### src/rtl/lsam_error_monitor.sv
// Accuracy monitor for the 8x8 LSAM approximate multiplier: accumulates |p_approx - a*b|
// statistics over a window of samples and presents one result record via valid/ready.
module lsam_error_monitor #(
    parameter int unsigned WIN_LOG2 = 8,
    parameter int unsigned ACC_W    = 24
) (
    input  logic                clk,
    input  logic                rst,
    input  logic                in_valid,
    output logic                in_ready,
    input  logic [7:0]          a,
    input  logic [7:0]          b,
    input  logic [15:0]         p_approx,
    input  logic                flush,
    output logic                res_valid,
    input  logic                res_ready,
    output logic [ACC_W-1:0]    res_sum_err,
    output logic [15:0]         res_max_err,
    output logic [WIN_LOG2:0]   res_mismatch,
    output logic [WIN_LOG2:0]   res_count
);

    localparam int unsigned CW = WIN_LOG2 + 1;
    localparam logic [CW-1:0] WinLen = CW'(1) << WIN_LOG2;

    localparam logic StCollect = 1'b0;
    localparam logic StHold    = 1'b1;

    logic            state_q, state_d;
    logic [ACC_W-1:0] sum_q, sum_d, res_sum_q, res_sum_d;
    logic [15:0]     max_q, max_d, res_max_q, res_max_d;
    logic [CW-1:0]   mis_q, mis_d, res_mis_q, res_mis_d;
    logic [CW-1:0]   cnt_q, cnt_d, res_cnt_q, res_cnt_d;

    logic [15:0]     exact, err;
    logic [ACC_W:0]  sum_wide;
    logic [ACC_W-1:0] sum_upd;
    logic [15:0]     max_upd;
    logic [CW-1:0]   mis_upd, cnt_upd;
    logic            accept, close;

    assign exact = 16'(a) * 16'(b);
    assign err   = (p_approx >= exact) ? (p_approx - exact) : (exact - p_approx);

    // One extra bit catches the carry so the sum can pin at all-ones instead of wrapping.
    assign sum_wide = {1'b0, sum_q} + {{(ACC_W - 15){1'b0}}, err};
    assign sum_upd  = sum_wide[ACC_W] ? '1 : sum_wide[ACC_W-1:0];
    assign max_upd  = (err > max_q) ? err : max_q;
    assign mis_upd  = mis_q + CW'(err != 16'd0);
    assign cnt_upd  = cnt_q + CW'(1);

    assign in_ready  = (state_q == StCollect);
    assign res_valid = (state_q == StHold);
    assign accept    = in_valid && in_ready;
    assign close     = in_ready && ((accept && (cnt_upd == WinLen)) ||
                                    (flush && (accept || (cnt_q != '0))));

    always_comb begin
        state_d   = state_q;
        sum_d     = sum_q;
        max_d     = max_q;
        mis_d     = mis_q;
        cnt_d     = cnt_q;
        res_sum_d = res_sum_q;
        res_max_d = res_max_q;
        res_mis_d = res_mis_q;
        res_cnt_d = res_cnt_q;
        if (state_q == StCollect) begin
            if (accept) begin
                sum_d = sum_upd;
                max_d = max_upd;
                mis_d = mis_upd;
                cnt_d = cnt_upd;
            end
            if (close) begin
                res_sum_d = sum_d;
                res_max_d = max_d;
                res_mis_d = mis_d;
                res_cnt_d = cnt_d;
                state_d   = StHold;
            end
        end else if (res_ready) begin
            sum_d   = '0;
            max_d   = '0;
            mis_d   = '0;
            cnt_d   = '0;
            state_d = StCollect;
        end
    end

    always_ff @(posedge clk or posedge rst) begin
        if (rst) begin
            state_q   <= StCollect;
            sum_q     <= '0;
            max_q     <= '0;
            mis_q     <= '0;
            cnt_q     <= '0;
            res_sum_q <= '0;
            res_max_q <= '0;
            res_mis_q <= '0;
            res_cnt_q <= '0;
        end else begin
            state_q   <= state_d;
            sum_q     <= sum_d;
            max_q     <= max_d;
            mis_q     <= mis_d;
            cnt_q     <= cnt_d;
            res_sum_q <= res_sum_d;
            res_max_q <= res_max_d;
            res_mis_q <= res_mis_d;
            res_cnt_q <= res_cnt_d;
        end
    end

    assign res_sum_err  = res_sum_q;
    assign res_max_err  = res_max_q;
    assign res_mismatch = res_mis_q;
    assign res_count    = res_cnt_q;

endmodule

### config.mk
export PLATFORM = sky130hd
export DESIGN_NAME = lsam_error_monitor
export DESIGN_NICKNAME = d
export VERILOG_FILES = /design/src/rtl/lsam_error_monitor.sv
export SDC_FILE = /design/constraint.sdc
export NUM_CORES = 1
export LEC_CHECK = 0
export CORE_MARGIN = 2
export CORE_UTILIZATION = 40
export CTS_CLUSTER_SIZE = 28
export DETAILED_ROUTE_END_ITERATION = 16
export PLACE_DENSITY = 0.66
export SLEW_MARGIN = 20
export SYNTH_ARGS = -nofsm -noshare
export SYNTH_HDL_FRONTEND = slang
export SYNTH_SLANG_ARGS = --single-unit
### constraint.sdc
create_clock -name clk -period 10.9 [get_ports clk]
set_input_delay 2.725 -clock clk [delete_from_list [all_inputs] [get_ports clk]]
set_output_delay 2.725 -clock clk [all_outputs]
set_load 0.01 [all_outputs]
Word level (Yosys, flattened, before mapping)
Cells that the tools add are included.
{"block": "word_totals", "out_inout_bits": 60, "wordCells": 46, "inputBits": 37, "reg_bits": 117}
{"block": "op_classes", "n_mux": 17, "order_cmp": 2, "addsub": 5, "bitwise_logic": 1, "reduce_logical": 9, "multipliers": 1, "n_eq_ne": 2}
{"operator": "$mux W24", "n": 4}
{"operator": "$mux W16", "n": 5}
{"operator": "$mux W9", "n": 5}
{"operator": "$sub A16 B16 Y16", "n": 2}
{"operator": "$add A24 B16 Y25", "n": 1}
{"operator": "$ge A16 B16 Y1", "n": 1}
{"operator": "$gt A16 B16 Y1", "n": 1}
{"operator": "$mul A8 B8 Y16", "n": 1}
{"operator": "$reduce_bool A16 Y1", "n": 1}
{"operator": "$add A9 B1 Y9", "n": 1}
{"operator": "$add A9 B1 Y9 const B", "n": 1}
{"operator": "$eq A9 B9 Y1 const B", "n": 1}
{"operator": "$reduce_bool A9 Y1", "n": 1}
{"operator": "$logic_and A1 B1 Y1", "n": 4}
{"operator": "$mux W1", "n": 3}
{"operator": "$logic_or A1 B1 Y1", "n": 2}
{"operator": "$ne A2 B2 Y1 const B", "n": 1}
{"operator": "$reduce_and A2 Y1", "n": 1}
{"operator": "$not A1 Y1", "n": 1}

Depth between registers and ports, before layout
Gate-level depths: netlist of the first run.
{"block": "depth", "word_depth": 8, "depth_mapped": 40, "depth_no_buf": 36}

Worst setup path before layout of the first run
OpenSTA, ideal clock, no wires.
{"block": "synth_timing", "path_kind": "input-to-reg", "from": "input a[1]", "to": "register res_sum_q[22] (netlist: res_sum_err[22])", "t_required_ns": 10.814, "t_arrival_ns": 10.603, "slack_ns": 0.212, "cell_stages": 36, "n_path_buf": 3, "path_cell_list": "and2_1 > fa_1 > fa_1 > inv_1 > fa_1 > fa_1 > inv_1 > ha_1 > a21oi_1 > o21bai_1 > a21oi_1 > nor2b_1 > o2111ai_1 > nand2_1 > or2_2 > xor2_1 > ha_1 > clkbuf_1 > a21o_1 > a211oi_1 > o31ai_1 > o221ai_2 > buf_6 > buf_12 > mux2i_1 > inv_1 > fa_1 > nor2b_1 > o21a_1 > o21ai_1 > a21o_1 > a21oi_1 > a31oi_1 > or2_2 > or3_1 > a32oi_1"}
{"block": "synth_via", "elab_chain_len": 6, "elab_cells_between_ends": 8, "classes_between": "3 x add/sub; 1 x mul; 1 x order compare; 3 x mux"}
{"element": "start: declaration", "line": "11", "source": "input logic [7:0] a,"}
{"element": "$mul A8 B8 Y16 (*)", "line": "42", "source": "assign exact = 16'(a) * 16'(b);"}
{"element": "$sub A16 B16 Y16 or $ge A16 B16 Y1 (tied branches)", "line": "43", "source": "assign err = (p_approx >= exact) ? (p_approx - exact) : (exact - p_approx);"}
{"element": "$mux W16 (*)", "line": "43"}
{"element": "$add A24 B16 Y25 (*)", "line": "46", "source": "assign sum_wide = {1'b0, sum_q} + {{(ACC_W - 15){1'b0}}, err};"}
{"element": "$mux W24 (*)", "line": "47", "source": "assign sum_upd = sum_wide[ACC_W] ? '1 : sum_wide[ACC_W-1:0];"}
{"element": "$mux W24 (*)", "line": "69", "source": "if (accept) begin"}
{"element": "end signal: assignment", "line": "108", "source": "res_sum_q <= res_sum_d;"}
{"element": "end: declaration", "line": "30", "source": "logic [ACC_W-1:0] sum_q, sum_d, res_sum_q, res_sum_d;"}
Mark *: on every way between the ends. The rest lies on a longest branch, timed or not.
A chain may end at the register's enable or synchronous reset.

Worst setup path after layout of the first run
{"block": "layout_timing", "from": "input b[7]", "to": "register max_q[10]"}
{"block": "layout_via", "elab_chain_len": 7, "elab_cells_between_ends": 9, "classes_between": "2 x add/sub; 1 x mul; 2 x order compare; 4 x mux"}
{"element": "start: declaration", "line": "12", "source": "input logic [7:0] b,"}
{"element": "$mul A8 B8 Y16 (*)", "line": "42"}
{"element": "$sub A16 B16 Y16 or $ge A16 B16 Y1 (tied branches)", "line": "43"}
{"element": "$mux W16 (*)", "line": "43"}
{"element": "$gt A16 B16 Y1", "line": "48", "source": "assign max_upd = (err > max_q) ? err : max_q;"}
{"element": "$mux W16 (*)", "line": "48"}
{"element": "$mux W16 (*)", "line": "69"}
{"element": "$mux W16 (*)", "line": "68", "source": "if (state_q == StCollect) begin"}
{"element": "end signal: assignment", "line": "105", "source": "max_q <= max_d;"}
{"element": "end: declaration", "line": "31", "source": "logic [15:0] max_q, max_d, res_max_q, res_max_d;"}
Marked as above.

==> results of run 1 <==
cells in the mapped netlist (all sizes together), types with 2 or more instances:
cell,count
o2111ai,3
nand3,16
nor2b,14
buf,24
ha,105
inv,110
nand2,137
fa,39
nor2,57
o211ai,4
a22o,9
a21o,28
a32oi,2
a31oi,12
o221ai,4
a211oi,7
nand2b,7
nand4,11
o41ai,2
clkbuf,26
dfrtp,117
or3,6
xnor2,38
and3,10
o21bai,7
and2,59
o21a,4
a221oi,2
mux2i,34
nor4,2
o21ai,79
o31ai,13
xor2,31
or2,5
nor3,17
a21boi,2
nand3b,2
o22ai,34
a21oi,51
final cells by class:
class	count	area [um^2]
sequential	117	2930
clock inverter	13	158
multi-input combinational	869	6650
clock buffer	19	443
timing repair buffer	210	1860
fill	2270	12000
inverter	110	415
tap	330	413
sequential cells by signal, indices dropped and copies added (netlist names):
name          count
res_mismatch      9
mis_q             9
res_sum_err      24
res_max_err      16
max_q            16
cnt_q             9
sum_q            24
res_count         9
res_valid         1
worst min-delay path by stage:
stage	endpoint	slack, ps	cells after the start
6_report	res_count[1]	480	2
5_1_grt	res_count[1]	500	2
4_1_cts	res_max_err[3]	480	2
3_5_place_dp	res_max_err[3]	470	2
3_3_place_gp	res_sum_err[23]	460	2
2_1_floorplan	mis_q[8]	470	2
layer usage:
metal	GRT usage [%]	wire (um)	vias to the layer above
met1	27.3	12200	4121
met2	30.9	11900	150
met5	0	0	-
met4	4.55	358	0
li1	-	-	4295
met3	3.69	873	28
worst min-delay path, stage by stage, from the launching register on:
cell and delay [ps]:
dfrtp_1 340, nand2_1 40, o21ai_0 60
timing repair:
action                                  CTS  global route
setup buffers                             0             2
hold buffers                              0             0
endpoints found under the hold margin     0             0
endpoints found under the setup margin    0            94
resized for setup                         0            36
through the flow:
step	cells	utilization [%]	setup TNS (ps)
CTS	1666	50.9	0
global route	1668	51.7	-192
finish	1668	51.7	0
detailed placement	1634	48.5	-17500
floorplan	1146	-	0
global placement	1634	48.5	-3820
cells by family (layout without fill, tap and decap cells):
family	after synthesis	count (layout)	synth area share, %
simple gates	347	347	16.6
compound gates	274	274	17.4
buf+inv	160	352	6.49
fa+ha+maj	144	144	20.8
flops	117	117	29.1
xor+xnor	69	69	6.01
mux	35	35	3.50
==> results.py, run 1 <==
metrics = {
    "floorplan": {
        "dieHeight_um": 163,
        "num_rows": 58,
        "fp.coreArea_mm2": 0.0249,
        "start_util_pct": 40.4,
        "io_pins": 97,
        "die_w_um": 163,
        "die_area_mm2": 0.0264,
    },
    "setup_path": {
        "cpPeakStageDelay_ps": 540,
        "crit_cells": 37,
        "required_ps": 11180,
        "cp-start-kind": "primary input",
        "rr_worst_depth": 9,
        "worst-path-buf-inv": 8,
        "crit_path_start": "b[7]",
        "r2r-start": "cnt_q[0]",
        "endpoint_kind": "flip-flop",
        "cp.arrival_ps": 10780,
        "critPathCapture": "max_q[10]",
        "r2r-end": "res_max_err[2]",
        "crit_family": "adder cells",
        "crit_type": "in -> reg",
        "r2r_slack_ps": 7740,
        "cp_max_fo": 16,
        "slowest_stage": "fa_1",
    },
    "clock_network": {
        "clock_latency_ps": 430,
        "path_clk_slew_ps": 60,
        "cts_tree": "yes",
        "htreeDepth": 4,
        "clock_path_buffers": 2,
        "cts_buffers": 17,
        "cts_root_buf": "clkbuf_16",
        "cts_sinks": 117,
    },
    "drt": {
        "drc": 0,
        "antenna_left": 0,
        "wl_per_cell_um": 15.2,
        "dr.pass1.iters": 7,
        "drt_iter0_markers": 549,
        "wl_um": 25400,
        "viasPerCell": 5.15,
        "vias": 8594,
    },
    "grt": {
        "grt_overflow": 0,
        "grt_use_total_pct": 19.4,
        "first_global_vias": 8254,
        "antenna_found_initial": 0,
        "grt_max_degree": 68,
        "grt_pass1_wl_um": 41400,
    },
    "placed_design": {
        "dpl_cell_area_mm2": 0.0121,
        "io_buffers": 96,
        "pre_cts_slack_ps": -353,
        "dpl.hpwl_um": 19500,
        "place_congestion": 0.896,
    },
    "run": {
        "drv_cap": 0,
    },
    "logic_synthesis": {
        "async_flop_share_pct": 100,
        "syn-num-nets": 1327,
        "synth_top_area_share_pct": 29.1,
        "syn_area_per_cell_um2": 8.77,
        "synth-main-ff-cell": "dfrtp_1",
        "synth_cell_types": 66,
        "synth_seq_cells": 117,
        "synth.area.top_cells": "dfrtp_1, ha_1, fa_1, nand2_1, inv_1",
        "post_synth_inst_count": 1146,
        "ys_seq_area_share_pct": 29.1,
        "synth.largest_area_cell": "dfrtp_1",
        "synth_edf_count": 0,
        "synth_warnings": 0,
        "synth_area_mm2": 0.0100,
    },
    "finish": {
        "final_common_cell": "nand2_1",
        "drive_gt1_share_pct": 13.9,
        "nets": 1506,
        "design_area_mm2": 0.0129,
        "area_growth_pct": 28.1,
        "final_cell_mix": "nand2_1, dfrtp_1, buf_4, inv_1, ha_1",
        "n_antenna_cell": 0,
    },
    "sta": {
        "relSlewSlack_pct": 43.4,
        "final_max_slew_viol_count": 0,
        "holdWs_ps": 476,
        "fin_crit_sh_pct": 96.3,
        "hold_violations": 0,
        "worst_slew_pin_slew_ps": 849,
        "rsz0062_at_grt": "true",
        "fmax_ghz": 0.0953,
        "setup_slack_ps": 406,
        "finalSetupViolCount": 0,
        "fin_skew_ps": 9.38,
        "fin_crit_ps": 10490,
    },
    "worst_hold_path": {
        "holdCritStartpoint": "res_count[1]",
        "hold_class": "reg -> reg",
    },
    "run_status": {
        "outcome": "completed",
    },
}
Power of run 1 is left out: the tool's default activity adds up to more than one toggle a clock period on the data nets, which glitch-free logic cannot reach.
==> run 2: changes to the inputs <==
Settings changed: RECOVER_POWER from default to 100.
==> run 2 against run 1 <==
Net effect:
- the run now ends with max-capacitance violations, max-slew violations left
- sequential cell count unchanged
- worst hold slack lost 6.3 ps
- sequential share of layout area is essentially flat
- worst setup slack better by 3.3 ps
- non-clock buffer count stayed put
- die area stayed put
==> results.py, run 2 (same netlist as run 1, synthesis figures left out) <==
metrics = {
    "finish": {
        "final_common_cell": "nand2_1",
        "design_area_mm2": 0.0129,
        "final_cell_mix": "nand2_1, dfrtp_1, buf_4, inv_1, ha_1",
        "n_antenna_cell": 0,
        "fillers": 2271,
        "drive_gt1_share_pct": 13.8,
        "area_growth_pct": 28.0,
        "stdcell_count": 1668,
        "nets": 1506,
    },
    "run_status": {
        "violations": "max-capacitance violations, max-slew violations",
        "outcome": "finished, violations left",
    },
    "floorplan": {
        "num_rows": 58,
        "die_w_um": 163,
        "io_pins": 97,
        "die_area_mm2": 0.0264,
        "dieHeight_um": 163,
        "start_util_pct": 40.4,
        "fp.coreArea_mm2": 0.0249,
    },
    "drt": {
        "wl_um": 25300,
        "vias": 8565,
        "viasPerCell": 5.13,
        "wl_per_cell_um": 15.2,
        "antenna_left": 0,
        "drc": 0,
        "drt_iter0_markers": 546,
        "dr.pass1.iters": 5,
    },
    "grt": {
        "grt_pass1_wl_um": 41400,
        "first_global_vias": 8254,
        "grt_max_degree": 68,
        "grt_use_total_pct": 19.4,
        "antenna_found_initial": 0,
        "grt_overflow": 0,
    },
    "clock_network": {
        "clock_latency_ps": 420,
        "cts_hold_buf": 0,
        "path_clk_slew_ps": 60,
        "cts_buffers": 17,
        "htreeDepth": 4,
        "cts_tree": "yes",
        "cts_root_buf": "clkbuf_16",
        "clock_path_buffers": 2,
        "cts_sinks": 117,
    },
    "placed_design": {
        "io_buffers": 96,
        "dpl.hpwl_um": 19500,
        "place_congestion": 0.896,
        "placed_cells": 1634,
        "dpl_cell_area_mm2": 0.0121,
    },
    "sta": {
        "finalSetupViolCount": 0,
        "rsz0062_at_grt": "true",
        "fin_skew_ps": 7.74,
        "fin_crit_sh_pct": 96.2,
        "holdWs_ps": 470,
        "worst_slew_pin_slew_ps": 3530,
        "final_max_slew_viol_count": 120,
        "hold_violations": 0,
        "fin_crit_ps": 10490,
        "relSlewSlack_pct": -136,
        "fmax_ghz": 0.0953,
    },
    "setup_path": {
        "cp_max_fo": 16,
        "slowest_stage": "fa_1",
        "crit_type": "in -> reg",
        "worst-path-buf-inv": 8,
        "required_ps": 11180,
        "cp.arrival_ps": 10770,
        "crit_family": "adder cells",
        "cpPeakStageDelay_ps": 540,
        "cp-start-kind": "primary input",
        "endpoint_kind": "flip-flop",
    },
    "run": {
        "drv_cap": 2,
    },
    "worst_hold_path": {
        "hold_class": "reg -> reg",
    },
}
==> run 2: what timing repair did <==
action | 4_1_cts | 5_1_grt
setup endpoints to repair | 0 | 94
resized for setup | 0 | 36
buffers inserted | 0 | 2
==> run 2: stage by stage <==
| stage | TNS, ps | util (%) | setup WS, ps |
|---|---|---|---|
| after floorplan | 0 | - | 212 |
| after global placement | -3820 | 48.5 | -195 |
| after detailed placement | -17500 | 48.5 | -353 |
| after CTS | 0 | 50.9 | 72.4 |
| after global routing | -192 | 51.7 | -51.9 |
| final | 0 | 51.7 | 409 |
==> run 2: final cells by class <==
type                       count  area, um^2  share of cell area [%]
clock buffer                  19         443                    3.44
sequential                   117        2930                    22.8
multi-input combinational    869        6650                    51.7
timing repair buffer         210        1860                    14.5
inverter                     110         414                    3.22
clock inverter                13         158                    1.23
tap                          330         413                    3.21
==> run 2: path summary, 6_finish.rpt <==
kind	start	depth (start not counted)	to	slack [ps]
min reg2reg	res_count[1]	2	res_count[1]	470
max	b[7]	37	max_q[10]	410
max in group asynchronous	rst	3	res_valid	3150
max reg2reg	cnt_q[0]	9	res_max_err[2]	7750
min	res_count[1]	2	res_count[1]	470
min in group asynchronous	rst	2	res_count[6]	3380
==> run 2: worst min-delay path, delay by kind of cell, from the launching register on <==
family / cells / cell delay, ps
flip-flops: 1 / 330
AO/OA/AOI/OAI: 1 / 60
AND/OR/NAND/NOR: 1 / 40
==> run 2: per-layer routing <==
metal | GRT usage [%] | vias to the layer above | share of wire (%)
met2 | 30.9 | 145 | 47
met3 | 3.69 | 23 | 3.5
met5 | 0 | - | 0
met1 | 27.3 | 4099 | 48
met4 | 4.55 | 0 | 1.3
li1 | - | 4298 | -
Power of run 2 is left out for the same reason.
==> patch 1: new RTL, settings of run 2 <==
Make the reset (`rst`) synchronous in one clocked block.
--- a/src/rtl/lsam_error_monitor.sv
+++ b/src/rtl/lsam_error_monitor.sv
@@ -88,7 +88,7 @@
         end
     end
 
-    always_ff @(posedge clk or posedge rst) begin
+    always_ff @(posedge clk) begin
         if (rst) begin
             state_q   <= StCollect;
             sum_q     <= '0;
Formal check against the unedited RTL: differs if rst is asserted again (counterexample within 4 cycles, from zero or initial values and one cycle with rst high); with rst held inactive, the same outputs for 4 cycles.
==> patch 1 against run 2 <==
Area after synthesis rose by 3.8%. Cell area increased by 2.7%. Setup slack worse by 0.080 ns. Cell count rose by 11%. Synthesized cell count is 16% higher. Wire length is 13% higher. Sequential cell count is the same. Critical path type unchanged. Highest routed layer unchanged.
Power is not shown: default switching activity piles up to over one toggle a cycle in this logic, so the estimate is an artifact.
==> patch 1: results (changes against run 2) <==
INFO  detailed_routing per_cell_routed_wire_length=15.4microns [was 15.2 microns]
INFO  worst_setup_path cp_data_arrival_time=10.83ns [was 10.77 ns]
INFO  synthesis      ys_top_cells_by_area=sky130_fd_sc_hd__dfxtp_1 (22%), sky130_fd_sc_hd__ha_1 (13%), sky130_fd_sc_hd__fa_1 (7.5%) [was sky130_fd_sc_hd__dfrtp_1 (29%), sky130_fd_sc_hd__ha_1 (13%), sky130_fd_sc_hd__fa_1 (7.8%)]
INFO  synthesis      yosys-top-cells-count=sky130_fd_sc_hd__dfxtp_1 (117), sky130_fd_sc_hd__inv_1 (115), sky130_fd_sc_hd__nand2_1 (114), sky130_fd_sc_hd__nor2_1 (114), sky130_fd_sc_hd__a21oi_1 (109) [was sky130_fd_sc_hd__nand2_1 (137), sky130_fd_sc_hd__dfrtp_1 (117), sky130_fd_sc_hd__inv_1 (110), sky130_fd_sc_hd__ha_1 (105), sky130_fd_sc_hd__o21ai_0 (73)]
INFO  place          gp_routability_congestion=0.875 [was 0.896]
INFO  detailed_routing drt-met1-wl=13.4mm [was 12.2 mm]
INFO  finish         nNetsFinal=1687 [was 1506]
INFO  global_routing met2_usage=35.0% [was 30.9%]
INFO  global_routing grt_start_max_net_pins=99 [was 68]
INFO  finish         layout_cells_sized_above_1=14.2% [was 13.8%]
INFO  detailed_routing wl_met2=13.7mm [was 11.9 mm]
INFO  place          post_dp_cell_area=12500squm [was 12100 sq um]
INFO  worst_setup_path worst_r2r_path_depth=10 [was 9]
INFO  synthesis      synth_async_sr_flop_share=0% [was 100%]
INFO  detailed_routing detailroute.wirelength.met3=1.14mm [was 876 microns]
INFO  run_status     status=complete, no violations [was finished, violations left]
INFO  timing         clock_skew=0.0165ns [was 0.00774 ns]
INFO  timing         tightest_slew=1.06ns [was 3.53 ns]
INFO  synthesis      syn-num-nets=1506 [was 1327]
INFO  min_path       hold_path_startpoint=res_sum_err[11]$_SDFFE_PP0P_ [was res_count[1]$_DFFE_PP0P_]
INFO  detailed_routing drtIter0Drc=662 [was 546]
INFO  global_routing track_usage=20.8% [was 19.4%]
INFO  finish         fillCellCount=2480 [was 2271]
INFO  synthesis      synthDistinctLibCells=79 [was 66]
INFO  global_routing globalRouteMet1Util=28.3% [was 27.3%]
INFO  worst_setup_path reg2reg_setup_slack=7.43ns [was 7.75 ns]
INFO  worst_setup_path reg2reg_to=res_max_err[11]$_SDFFE_PP0P_ [was res_max_err[2]$_DFFE_PP0P_]
INFO  global_routing grt_use_met3=3.07% [was 3.69%]
==> patch 1: metrics by stage <==
stage,setup TNS [ns],util [%],setup slack [ns],hold WS [ns],cells
after detailed placement,-3.10,48.4,-0.196,0.448,1821
after global routing,-0.881,51.2,-0.122,0.467,1854
final,0,51.2,0.330,0.449,1854
after global placement,-1.01,48.4,-0.148,0.441,1821
after CTS,0,50.6,0.222,0.455,1853
after floorplan,0,-,0.634,0.450,1325
==> patch 1: area by class of cell <==
cell class,count,area (sq um),area share [%]
repair buffers,228,1970,14.9
flip-flops and latches,117,2340,17.7
inverters,116,439,3.32
clock buffers,21,450,3.41
well taps,335,419,3.17
clock inverters,11,128,0.966
multi-input cells,1026,7470,56.5
==> patch 1: worst max-delay path by stage <==
stage	slack [ns]	to	start
finish	0.33	res_sum_err[9]$_SDFFE_PP0P_	a[0]
CTS	0.22	sum_q[18]$_SDFFE_PP0P_	a[2]
detailed placement	-0.20	res_sum_err[19]$_SDFFE_PP0P_	a[2]
global route	-0.12	res_sum_err[20]$_SDFFE_PP0P_	a[0]
global placement	-0.15	sum_q[18]$_SDFFE_PP0P_	a[3]
floorplan	0.63	res_sum_err[20]$_SDFFE_PP0P_	a[1]
==> patch 1: timing repair <==
item                       in CTS  in global routing
hold buffers                    0                  0
setup buffers                   0                  1
resized for setup               0                 29
setup endpoints to repair       0                 87
==> patch 1: kinds of logic (layout without fill, tap and decap cells) <==
logic type	after synthesis	count (layout)	synth area share, %
AND/OR/NAND/NOR	458	458	21.7
AO/OA/AOI/OAI	363	363	23.4
buffers and inverters	182	376	7.03
adder cells (fa/ha/maj)	144	144	20.1
flip-flops	117	117	22.4
XOR/XNOR	42	42	3.53
multiplexers	19	19	1.88
==> patch 2: new RTL, settings of run 2 <==
Made on the original files. Set the parameter `ACC_W` to 16 (it was 24).
--- a/src/rtl/lsam_error_monitor.sv
+++ b/src/rtl/lsam_error_monitor.sv
@@ -2,7 +2,7 @@
 // statistics over a window of samples and presents one result record via valid/ready.
 module lsam_error_monitor #(
     parameter int unsigned WIN_LOG2 = 8,
-    parameter int unsigned ACC_W    = 24
+    parameter int unsigned ACC_W    = 16
 ) (
     input  logic                clk,
     input  logic                rst,
Interface: changed (resized res_sum_err); port bits go from 97 to 89. The function was not compared with the original's and may differ.
==> patch 2 against run 2 <==
The flow still finishes with violations (capacitance limit, slew limit). Setup slack worse by 0.078 ns. Sequential cell count down 16. Area after synthesis down 5.1%. Highest routed layer unchanged. Cell area down 9.6%. Global-route usage down 0.68 points. Via count down 6.5%. Wire length down 9.6%.
Power is left out: the tool's default activity adds up to more than one toggle a clock period on the data nets, which glitch-free logic cannot reach.
==> patch 2: results (changes against run 2) <==
INFO  worst_setup_path reg2reg_setup_slack=7.23ns [was 7.75 ns]
INFO  global_routing grt_pass1_wl=38.0mm [was 41.4 mm]
INFO  timing         clock_skew=0.00727ns [was 0.00774 ns]
INFO  worst_setup_path worst_r2r_path_depth=10 [was 9]
INFO  timing         tightest_slew=2.63ns [was 3.53 ns]
INFO  run            maxCapViolations=2 [unchanged]
INFO  worst_setup_path timing.critical_path.slowest_stage_cell=sky130_fd_sc_hd__fa_1 [unchanged]
INFO  clocking       cts-htree-levels=3 [was 4]
INFO  worst_setup_path critPathMaxFanout=10 [was 16]
INFO  timing         timing_max_transition_violations_final=104 [was 120]
INFO  synthesis      ys_top_cells_by_area=sky130_fd_sc_hd__dfrtp_1 (26%), sky130_fd_sc_hd__ha_1 (14%), sky130_fd_sc_hd__fa_1 (8.2%) [was sky130_fd_sc_hd__dfrtp_1 (29%), sky130_fd_sc_hd__ha_1 (13%), sky130_fd_sc_hd__fa_1 (7.8%)]
INFO  run_status     status=finished, violations left [unchanged]
INFO  run_status     failed_checks=capacitance limit, slew limit [unchanged]
INFO  synthesis      yosys-top-cells-count=sky130_fd_sc_hd__nand2_1 (129), sky130_fd_sc_hd__inv_1 (117), sky130_fd_sc_hd__ha_1 (104), sky130_fd_sc_hd__dfrtp_1 (101), sky130_fd_sc_hd__o21ai_0 (71) [was sky130_fd_sc_hd__nand2_1 (137), sky130_fd_sc_hd__dfrtp_1 (117), sky130_fd_sc_hd__inv_1 (110), sky130_fd_sc_hd__ha_1 (105), sky130_fd_sc_hd__o21ai_0 (73)]
INFO  finish         layout_cells_sized_above_1=10.6% [was 13.8%]
INFO  place          place_hpwl=18.0mm [was 19.5 mm]
INFO  global_routing grt_start_max_net_pins=83 [was 68]
INFO  synthesis      syn-num-nets=1287 [was 1327]
INFO  synthesis      yosysWarnings=0 [unchanged]
INFO  synthesis      synthDistinctLibCells=70 [was 66]
INFO  synthesis      seq_area_frac_synth=26.5% [was 29.1%]
INFO  place          post_dp_cell_area=11100squm [was 12100 sq um]
INFO  worst_setup_path cp_data_arrival_time=10.79ns [was 10.77 ns]
INFO  global_routing track_usage=18.7% [was 19.4%]
INFO  min_path       class_of_the_worst_hold_path=flop to flop [unchanged]
INFO  min_path       worst_hold_path.endpoint=res_mismatch[3]$_DFFE_PP0P_ [was res_count[1]$_DFFE_PP0P_]
INFO  detailed_routing drt_wirelength=22.9mm [was 25.3 mm]
INFO  global_routing grt_pass1_vias=7689 [was 8254]
INFO  clocking       clk_latency=0.36ns [was 0.42 ns]
INFO  clocking       cts_inserted_buffers=9 [was 17]
INFO  clocking       clk_pin_slew=0.08ns [was 0.06 ns]
INFO  detailed_routing drtIter0Drc=472 [was 546]
INFO  place          port_buffers=88 [was 96]
INFO  min_path       hold_path_startpoint=res_mismatch[3]$_DFFE_PP0P_ [was res_count[1]$_DFFE_PP0P_]
INFO  worst_setup_path critical-path-max-stage-delay=0.57ns [was 0.54 ns]
INFO  detailed_routing via_count=8010 [was 8565]
INFO  finish         nNetsFinal=1413 [was 1506]
[patch 2: worst max-delay path by stage]
stage,from,to,slack (ns),cells after the start
3_5_place_dp,a[1],sum_q[10]$_DFFE_PP0P_,-0.44,35
4_1_cts,a[1],sum_q[10]$_DFFE_PP0P_,0.03,35
6_report,b[5],res_max_err[11]$_DFFE_PP0P_,0.33,37
3_3_place_gp,a[1],sum_q[11]$_DFFE_PP0P_,-0.25,35
5_1_grt,b[7],res_mismatch[8]$_DFFE_PP0P_,-0.06,38
2_1_floorplan,a[1],sum_q[4]$_DFFE_PP0P_,0.63,34
[patch 2: cell type report]
class	count	area (sq um)
clock buffers	9	225
clock inverters	7	80.1
fillers	2198	11800
inverters	117	440
multi-input cells	838	6460
flip-flops and latches	101	2530
well taps	319	399
repair buffers	166	1500
[patch 2: critical path, delay by kind of cell]
kind / cells / cell delay, ns
compound gates: 12 / 2.21
xor+xnor: 2 / 0.33
fa+ha+maj: 7 / 3.12
buf+inv: 9 / 1.29
mux: 1 / 0.22
simple gates: 6 / 0.88
[patch 2: kinds of logic (layout without fill, tap and decap cells)]
kind of cell	count (synthesis)	count (layout)	share of synthesized area, %
buffers and inverters	168	299	7.32
multiplexers	23	23	2.43
AO/OA/AOI/OAI	273	273	19.1
flip-flops	101	101	26.5
AND/OR/NAND/NOR	335	335	16.9
XOR/XNOR	64	64	5.88
adder cells (fa/ha/maj)	143	143	21.8
[patch 2: per-layer routing]
| layer | routed length, microns | track usage [%] |
|---|---|---|
| met5 | 0 | 0 |
| met4 | 317 | 3.78 |
| met3 | 815 | 2.72 |
| met2 | 10600 | 30.7 |
| met1 | 11100 | 26.3 |
[patch 2: stage by stage]
stage | TNS, ns | hold slack, ns | util, % | setup slack [ns] | cells
3_3_place_gp | -5.81 | 0.461 | 47.3 | -0.247 | 1536
5_1_grt | -0.0722 | 0.511 | 49.6 | -0.0553 | 1557
2_1_floorplan | 0 | 0.450 | - | 0.628 | 1107
6_report | 0 | 0.475 | 49.6 | 0.331 | 1557
4_1_cts | 0 | 0.487 | 48.7 | 0.0332 | 1552
3_5_place_dp | -15.58 | 0.470 | 47.3 | -0.442 | 1536
[patch 2: timing repair]
action	4_1_cts	5_1_grt
pin swaps	0	12
setup endpoints to repair	14	74
gates resized for setup	2	44
setup buffers	0	3
gates cloned	0	2
